File: src/rtl/dds_wavegen_if.sv
// -----------------------------------------------------------------------------
// dds_wavegen_if
// Control and sample bus of the DDS waveform generator.
//   master : drives en, phase_clr, tune_word, wave_sel, atten; receives samples
//   slave  : the generator side (consumes controls, produces sample/sample_valid)
// Signals:
//   en           advance accumulator and launch one sample per cycle
//   phase_clr    synchronous accumulator clear (wins over en)
//   tune_word    phase increment per enabled cycle
//   wave_sel     0 sine, 1 square, 2 triangle, 3 sawtooth
//   atten        arithmetic right shift of the signed amplitude
//   sample       offset-binary output sample
//   sample_valid sample register holds a sample launched with en=1
// -----------------------------------------------------------------------------
interface dds_wavegen_if #(
    parameter int unsigned PHASE_W = 16,
    parameter int unsigned DATA_W  = 8
);
    logic               en;
    logic               phase_clr;
    logic [PHASE_W-1:0] tune_word;
    logic [1:0]         wave_sel;
    logic [2:0]         atten;
    logic [DATA_W-1:0]  sample;
    logic               sample_valid;

    modport master (
        output en,
        output phase_clr,
        output tune_word,
        output wave_sel,
        output atten,
        input  sample,
        input  sample_valid
    );

    modport slave (
        input  en,
        input  phase_clr,
        input  tune_word,
        input  wave_sel,
        input  atten,
        output sample,
        output sample_valid
    );
endinterface

File: src/rtl/dds_wavegen.sv
// -----------------------------------------------------------------------------
// dds_wavegen
// Direct-digital-synthesis waveform generator running on the system clock.
// A PHASE_W-bit accumulator advances by tune_word on every enabled cycle; the
// phase feeds a 3-stage pipeline producing sine (quarter-wave LUT), square,
// triangle or sawtooth with power-of-two attenuation, in offset binary.
// Ports:
//   clk    system clock, rising edge
//   rst_n  asynchronous active-low reset
//   bus    dds_wavegen_if.slave (controls in, sample/sample_valid out)
// -----------------------------------------------------------------------------
module dds_wavegen #(
    parameter int unsigned PHASE_W = 16,
    parameter int unsigned DATA_W  = 8,
    parameter int unsigned LUT_AW  = 6
) (
    input  logic          clk,
    input  logic          rst_n,
    dds_wavegen_if.slave  bus
);

    localparam logic [DATA_W-1:0] MID      = {1'b1, {(DATA_W-1){1'b0}}};
    localparam int unsigned       MAX_SH   = DATA_W - 1;
    localparam int unsigned       LUT_SIZE = 2 ** LUT_AW;

    // Quarter-wave sine magnitude, sampled at bin centres so the four
    // quadrants mirror exactly without duplicated end points.
    function automatic logic [DATA_W-2:0] lut_entry(input int unsigned idx);
        real amp;
        real ang;
        amp = real'((2 ** (DATA_W - 1)) - 1);
        ang = (real'(idx) + 0.5) * 3.14159265358979323846 / real'(2 ** (LUT_AW + 1));
        return (DATA_W-1)'($rtoi(amp * $sin(ang) + 0.5));
    endfunction

    logic [DATA_W-2:0] w_lut [LUT_SIZE];

    for (genvar gi = 0; gi < LUT_SIZE; gi++) begin : g_lut
        assign w_lut[gi] = lut_entry(gi);
    end

    // ---------------- accumulator + S1 ----------------
    logic [PHASE_W-1:0] r_acc;
    logic [PHASE_W-1:0] r_p1;
    logic [1:0]         r_sel1;
    logic [2:0]         r_att1;
    logic               r_v1;
    logic               w_launch;

    assign w_launch = bus.en & ~bus.phase_clr;

    always_ff @(posedge clk or negedge rst_n) begin
        if (!rst_n) begin
            r_acc  <= '0;
            r_p1   <= '0;
            r_sel1 <= '0;
            r_att1 <= '0;
            r_v1   <= 1'b0;
        end else begin
            if (bus.phase_clr) begin
                r_acc <= '0;
            end else if (bus.en) begin
                r_acc <= r_acc + bus.tune_word;
            end
            // Phase, waveform and attenuation travel together so a control
            // change takes effect cleanly on a sample boundary.
            if (w_launch) begin
                r_p1   <= r_acc;
                r_sel1 <= bus.wave_sel;
                r_att1 <= bus.atten;
            end
            r_v1 <= w_launch;
        end
    end

    // ---------------- S2: raw waveform ----------------
    logic [1:0]        w_q;
    logic [LUT_AW-1:0] w_a;
    logic [LUT_AW-1:0] w_addr;
    logic [DATA_W-1:0] w_mag;
    logic [DATA_W-1:0] w_tri;
    logic [DATA_W-1:0] w_raw;

    always_comb begin
        w_q    = r_p1[PHASE_W-1 -: 2];
        w_a    = r_p1[PHASE_W-3 -: LUT_AW];
        // Odd quadrants read the table backwards.
        w_addr = w_q[0] ? ~w_a : w_a;
        w_mag  = {1'b0, w_lut[w_addr]};
        w_tri  = r_p1[PHASE_W-2 -: DATA_W];
        w_raw  = MID;
        unique case (r_sel1)
            2'd0: w_raw = w_q[1] ? (MID - w_mag) : (MID + w_mag);
            2'd1: w_raw = r_p1[PHASE_W-1] ? '0 : '1;
            2'd2: w_raw = r_p1[PHASE_W-1] ? ~w_tri : w_tri;
            2'd3: w_raw = r_p1[PHASE_W-1 -: DATA_W];
            default: w_raw = MID;
        endcase
    end

    logic [DATA_W-1:0] r_raw2;
    logic [2:0]        r_att2;
    logic              r_v2;

    always_ff @(posedge clk or negedge rst_n) begin
        if (!rst_n) begin
            r_raw2 <= MID;
            r_att2 <= '0;
            r_v2   <= 1'b0;
        end else begin
            if (r_v1) begin
                r_raw2 <= w_raw;
                r_att2 <= r_att1;
            end
            r_v2 <= r_v1;
        end
    end

    // ---------------- S3: attenuation ----------------
    // One guard bit keeps the signed swing (-mid .. mid-1) representable.
    logic signed [DATA_W:0] w_diff;
    logic signed [DATA_W:0] w_shifted;
    int unsigned            w_shamt;
    logic [DATA_W-1:0]      w_out;

    always_comb begin
        w_diff    = $signed({1'b0, r_raw2}) - $signed({1'b0, MID});
        w_shamt   = (32'(r_att2) > MAX_SH) ? MAX_SH : 32'(r_att2);
        w_shifted = w_diff >>> w_shamt;
        w_out     = MID + w_shifted[DATA_W-1:0];
    end

    logic [DATA_W-1:0] r_sample;
    logic              r_sample_valid;

    always_ff @(posedge clk or negedge rst_n) begin
        if (!rst_n) begin
            r_sample       <= MID;
            r_sample_valid <= 1'b0;
        end else begin
            if (r_v2) begin
                r_sample <= w_out;
            end
            r_sample_valid <= r_v2;
        end
    end

    assign bus.sample       = r_sample;
    assign bus.sample_valid = r_sample_valid;

endmodule

File: src/flat_wrapper.sv
// flat-port wrapper written by rule: the top's interface ports become plain ports
module dds_wavegen_flat 
#(
    parameter int unsigned PHASE_W = 16,
    parameter int unsigned DATA_W  = 8,
    parameter int unsigned LUT_AW  = 6
)
  (clk, rst_n, bus_en, bus_phase_clr, bus_tune_word, bus_wave_sel, bus_atten, bus_sample, bus_sample_valid);
  dds_wavegen_if #(.PHASE_W(PHASE_W), .DATA_W(DATA_W)) bus_i ();
  input  logic clk;
  input  logic rst_n;
  input wire logic [$bits(bus_i.en)-1:0] bus_en;
  input wire logic [$bits(bus_i.phase_clr)-1:0] bus_phase_clr;
  input wire logic [$bits(bus_i.tune_word)-1:0] bus_tune_word;
  input wire logic [$bits(bus_i.wave_sel)-1:0] bus_wave_sel;
  input wire logic [$bits(bus_i.atten)-1:0] bus_atten;
  output wire logic [$bits(bus_i.sample)-1:0] bus_sample;
  output wire logic [$bits(bus_i.sample_valid)-1:0] bus_sample_valid;
  assign bus_i.en = bus_en;
  assign bus_i.phase_clr = bus_phase_clr;
  assign bus_i.tune_word = bus_tune_word;
  assign bus_i.wave_sel = bus_wave_sel;
  assign bus_i.atten = bus_atten;
  assign bus_sample = bus_i.sample;
  assign bus_sample_valid = bus_i.sample_valid;
  dds_wavegen #(.PHASE_W(PHASE_W), .DATA_W(DATA_W), .LUT_AW(LUT_AW)) u_core (.clk(clk), .rst_n(rst_n), .bus(bus_i));
endmodule
File: config.mk
export PLATFORM = sky130hd
export DESIGN_NAME = dds_wavegen_flat
export DESIGN_NICKNAME = d
export VERILOG_FILES = /design/src/rtl/dds_wavegen_if.sv /design/src/rtl/dds_wavegen.sv /design/src/flat_wrapper.sv
export SDC_FILE = /design/constraint.sdc
export NUM_CORES = 1
export LEC_CHECK = 0
export CAP_MARGIN = 5
export CELL_PAD_IN_SITES_DETAIL_PLACEMENT = 1
export CELL_PAD_IN_SITES_GLOBAL_PLACEMENT = 2
export CORE_ASPECT_RATIO = 1.4
export CORE_MARGIN = 10
export CORE_UTILIZATION = 25
export DETAILED_ROUTE_END_ITERATION = 8
export HOLD_SLACK_MARGIN = 0.1
export PLACE_DENSITY = 0.62
export SETUP_SLACK_MARGIN = 0.5
export SKIP_LAST_GASP = 1
export SLEW_MARGIN = 10
export SYNTH_ARGS = -nofsm -noshare
export SYNTH_HDL_FRONTEND = slang
export SYNTH_SLANG_ARGS = --single-unit
File: constraint.sdc
create_clock -name clk -period 3 [get_ports clk]
set_input_delay 0.45 -clock clk [delete_from_list [all_inputs] [get_ports clk]]
set_output_delay 0.45 -clock clk [all_outputs]
set_load 0.1 [all_outputs]
==> impl_metrics.prom <==
# TYPE chip_impl_metric gauge
chip_impl_info{name="outcome",value="complete, no violations"} 1
chip_impl_metric{name="area.sequential",unit="mm²"} 0.001306
chip_impl_metric{name="multiInputGateArea",unit="mm²"} 0.003254
chip_impl_metric{name="cts-root-to-sink-buffers",unit=""} 2
chip_impl_metric{name="dpl_worst_slack",unit="ps"} -108.8
chip_impl_metric{name="worst_slew_pin_slew",unit="ps"} 1035
chip_impl_info{name="ys_flop_type",value="dfrtp_1"} 1
chip_impl_metric{name="drt-vias-per-instance",unit=""} 5.140
chip_impl_metric{name="chipWidth",unit="µm"} 134.0
chip_impl_metric{name="floorplan.rows",unit=""} 58
chip_impl_metric{name="globalplace.congestion",unit=""} 0.8694
chip_impl_info{name="most-common-layout-cells",value="63 x buf_4, 51 x nor2_1, 48 x dfrtp_1, 45 x nand2_1, 43 x a21oi_1"} 1
chip_impl_metric{name="critical-path-max-stage-delay",unit="ps"} 550
chip_impl_metric{name="clock_edge_transition_at_the_registers_on_the_reported_setup_and_hold_paths",unit="ps"} 80
chip_impl_metric{name="setup_viol",unit=""} 0
chip_impl_metric{name="worst_r2r_path_depth",unit=""} 11
chip_impl_metric{name="final-max-slew-violation-count",unit=""} 0
chip_impl_metric{name="synthAdderAreaFrac",unit="%"} 6.768
chip_impl_info{name="timing.rr.end",value="u_core.r_raw2[4]$_DFFE_PN0P_"} 1
chip_impl_info{name="synth_largest_area_cell",value="dfrtp_1"} 1
chip_impl_metric{name="post_layout_worst_setup_margin",unit="ps"} 254.8
chip_impl_info{name="synth_top_family_by_area",value="compound AO/OA/AOI/OAI gates"} 1
chip_impl_info{name="critical_path.startpoint",value="u_core.r_p1[14]$_DFFE_PN0P_"} 1
chip_impl_info{name="cts_tree",value="yes"} 1
chip_impl_metric{name="clock_latency_of_the_later_clocked_register_in_the_worst_skew_pair",unit="ps"} 310
chip_impl_metric{name="timing.final.hold_violations",unit=""} 0
chip_impl_metric{name="wl",unit="µm"} 15420
chip_impl_metric{name="ios",unit=""} 34
chip_impl_metric{name="antenna_left",unit=""} 0
chip_impl_info{name="timing.hold.worst.class",value="in2async"} 1
chip_impl_metric{name="drive_above_1_share",unit="%"} 24.51
chip_impl_metric{name="io_buffer_count",unit=""} 33
chip_impl_metric{name="final_core_utilization",unit="%"} 32.52
chip_impl_metric{name="synthesis.area_per_instance",unit="µm²"} 8.254
chip_impl_metric{name="worstPathArrival",unit="ps"} 2920
chip_impl_metric{name="max_clock_freq",unit="MHz"} 364.3
chip_impl_info{name="critical_path.startpoint_type",value="flop"} 1
chip_impl_metric{name="drc_errors",unit=""} 0
chip_impl_metric{name="wire_length_of_the_first_global_routing_pass",unit="µm"} 25140
chip_impl_metric{name="die_height",unit="µm"} 179.6
chip_impl_metric{name="grt_remaining_overflow",unit=""} 0
chip_impl_metric{name="dr_total_vias",unit=""} 4359
chip_impl_metric{name="post_synth_and_or_nand_nor_area_fraction",unit="%"} 21.49
chip_impl_metric{name="critical_path_peak_fanout",unit=""} 6
chip_impl_metric{name="die_area",unit="mm²"} 0.02406
chip_impl_metric{name="synth.ff_latch_count",unit=""} 52
chip_impl_metric{name="reg2reg_setup_slack",unit="ps"} 250
chip_impl_metric{name="netlist.area_leader.share",unit="%"} 27.51
chip_impl_metric{name="static-leakage-power",unit="nW"} 2.417
chip_impl_metric{name="initial_core_utilization",unit="%"} 25.37
chip_impl_metric{name="area_growth",unit="%"} 28.17
chip_impl_info{name="setup_repair_after_global_routing_missed_its_margin",value="yes"} 1
chip_impl_metric{name="vias_in_the_first_global_route",unit=""} 4678
chip_impl_metric{name="dr.first_iter.drc_count",unit=""} 147
chip_impl_metric{name="power.density",unit="mW/mm²"} 734.4
chip_impl_info{name="crit_chain",value="buf_12, xor2_4, inv_2, ha_4, a222oi_1, a2111oi_4, ha_2, buf_4, a31oi_2, xor2_1, a21oi_1"} 1
chip_impl_metric{name="setup_tns",unit="ps"} 0
chip_impl_metric{name="detail_route.first_pass.iterations",unit=""} 4
chip_impl_metric{name="synth_cells",unit=""} 551
chip_impl_metric{name="synth-compound-area-share",unit="%"} 25.34
chip_impl_metric{name="routed_wire_length_per_instance",unit="µm"} 18.18
chip_impl_info{name="crit_type",value="reg2reg"} 1
chip_impl_metric{name="final.period_utilization",unit="%"} 91.51
chip_impl_metric{name="netlist-cell-type-count",unit=""} 77
chip_impl_info{name="cp-endpoint",value="u_core.r_raw2[4]$_DFFE_PN0P_"} 1
chip_impl_metric{name="cts.hold.buffers_added",unit=""} 0
chip_impl_info{name="synth.area.top_cells",value="dfrtp_1 28%, ha_1 6.3%, mux2i_1 5.3%"} 1
chip_impl_metric{name="coreArea",unit="mm²"} 0.01792
chip_impl_metric{name="num-fill-cells",unit=""} 2119
chip_impl_info{name="clockRootBuffer",value="clkbuf_16"} 1
chip_impl_metric{name="asyncSetResetFlopFracSynth",unit="%"} 100.0
chip_impl_metric{name="post_synth_xor_area_fraction",unit="%"} 4.044
chip_impl_metric{name="tritoncts_num_sinks",unit=""} 52
chip_impl_metric{name="yosys_warnings",unit=""} 0
chip_impl_metric{name="nets",unit=""} 656
chip_impl_metric{name="finalCriticalPeriod",unit="ps"} 2745
chip_impl_metric{name="max-slew-margin-rel",unit="%"} 31.01
chip_impl_metric{name="dpl.cell_count",unit=""} 823
chip_impl_info{name="launch_instance_of_the_worst_register_to_register_path",value="u_core.r_p1[14]$_DFFE_PN0P_"} 1
chip_impl_metric{name="postSynthNetCount",unit=""} 600
chip_impl_metric{name="number_of_antenna_violations_at_the_first_check_in_global_routing",unit=""} 0
chip_impl_metric{name="post_synth_instance_area",unit="mm²"} 0.004548
chip_impl_metric{name="critical_path_required",unit="ps"} 3180
chip_impl_metric{name="htree_num_levels",unit=""} 2
chip_impl_metric{name="fin_cells",unit=""} 848
chip_impl_metric{name="grtUsageTotal",unit="%"} 12.79
chip_impl_metric{name="finalClockSkew",unit="ps"} 6.796
chip_impl_metric{name="synth_mux_area_share",unit="%"} 8.006
chip_impl_metric{name="tritoncts.num_buffers",unit=""} 5
chip_impl_metric{name="synth_enable_flop_cells",unit=""} 0
chip_impl_metric{name="pin_count_of_the_biggest_net_entering_global_routing",unit=""} 45
chip_impl_metric{name="place.detailed.hpwl",unit="µm"} 11780
chip_impl_info{name="mostFrequentLayoutCell",value="buf_4"} 1
chip_impl_metric{name="max_ir_drop_vdd",unit="mV"} 0.3254
chip_impl_metric{name="antenna-diode-count",unit=""} 0
chip_impl_metric{name="seq_area_frac_synth",unit="%"} 28.67
chip_impl_info{name="crit_path_end_kind",value="flop"} 1
chip_impl_info{name="standard_cell_with_the_maximum_stage_delay_on_the_critical_path",value="a222oi_1"} 1
chip_impl_metric{name="timing.max_cap.violations",unit=""} 0
[per-stage QoR]
stage	total power, mW	hold WS [ps]	cell area (µm²)
6_report	4.281	311.2	5829
5_1_grt	4.596	394.6	5829
4_1_cts	4.238	371.1	5682
3_5_place_dp	3.418	473.1	5333
3_3_place_gp	3.379	466.9	5333
2_1_floorplan	2.722	154.4	4632
[worst min-delay path by stage]
stage	startpoint	end	slack (ps)	cells past startpoint
3_3_place_gp	u_core.bus.sample[0]$_DFFE_PN0P_	u_core.bus.sample[0]$_DFFE_PN0P_	470	1
4_1_cts	rst_n	u_core.r_att1[1]$_DFFE_PN0P_	370	1
3_5_place_dp	u_core.bus.sample[0]$_DFFE_PN0P_	u_core.bus.sample[0]$_DFFE_PN0P_	470	1
2_1_floorplan	rst_n	u_core.bus.sample[0]$_DFFE_PN0P_	150	0
5_1_grt	rst_n	u_core.bus.sample[6]$_DFFE_PN0P_	390	1
6_report	rst_n	u_core.r_att1[1]$_DFFE_PN0P_	310	1
[registers in the layout (all words and copies together), names as in the netlist]
signal                   count
u_core.r_acc                16
u_core.r_v2                  1
u_core.r_sel1                2
u_core.r_v1                  1
u_core.r_p1                  9
u_core.r_att1                3
u_core.r_raw2                8
u_core.bus.sample            8
u_core.bus.sample_valid      1
u_core.r_att2                3
[cells in the mapped netlist (5+ instances only)]
cell / instances
xor2_1: 7
a21o_1: 8
o22ai_1: 10
dfrtp_1: 50
buf_2: 14
o21ai_0: 37
ha_1: 23
a21oi_1: 46
nand2_1: 46
buf_1: 5
clkbuf_1: 16
nand3_1: 12
nor2b_1: 12
a31oi_1: 5
xnor2_1: 14
nor3_1: 9
a211oi_1: 10
inv_1: 19
nor2_1: 51
mux2_2: 11
or2_2: 8
mux2i_1: 24
o2111ai_1: 6
nand2b_1: 16
[cell type report]
class / count / area share [%]
Clock inverter: 3 / 0.4722
Multi-Input combinational cell: 439 / 55.83
Timing Repair Buffer: 89 / 12.71
Inverter: 20 / 1.288
Clock buffer: 5 / 2.146
Sequential cell: 52 / 22.41
Tap cell: 240 / 5.151
[timing repair]
item                                   in CTS  in global routing
setup endpoints to repair                  13                 13
pin swaps                                  15                 10
buffers inserted                           13                  4
endpoints found under the hold margin       0                  0
resized for setup                          26                 21
[report_power, final]
group	internal (mW)	switching [mW]	total, mW
Combinational	1.10	1.51	2.61
Sequential	0.858	0.191	1.05
Clock	0.318	0.306	0.624
[metal layers]
| layer | track usage [%] | wire [µm] | vias to the layer above |
|---|---|---|---|
| li1 | - | - | 2115 |
| met1 | 14.23 | 6339 | 2174 |
| met2 | 23.73 | 8402 | 51 |
| met3 | 2.093 | 323 | 19 |
| met4 | 4.321 | 352 | 0 |
| met5 | 0 | 0 | - |
[cells by family after synthesis]
kind of cell | count (synthesis)
AND/OR/NAND/NOR | 188
adder cells (fa/ha/maj) | 24
AO/OA/AOI/OAI | 171
buffers and inverters | 60
XOR/XNOR | 21
multiplexers | 35
flip-flops | 52
[critical path: cells and delay by family (launching register included)]
family / cells / cell delay [ps]
buf+inv: 3 / 420
fa+ha+maj: 2 / 450
xor+xnor: 2 / 420
compound gates: 4 / 930
flops: 1 / 400
No activity file was read; power rests on OpenSTA's default activity.
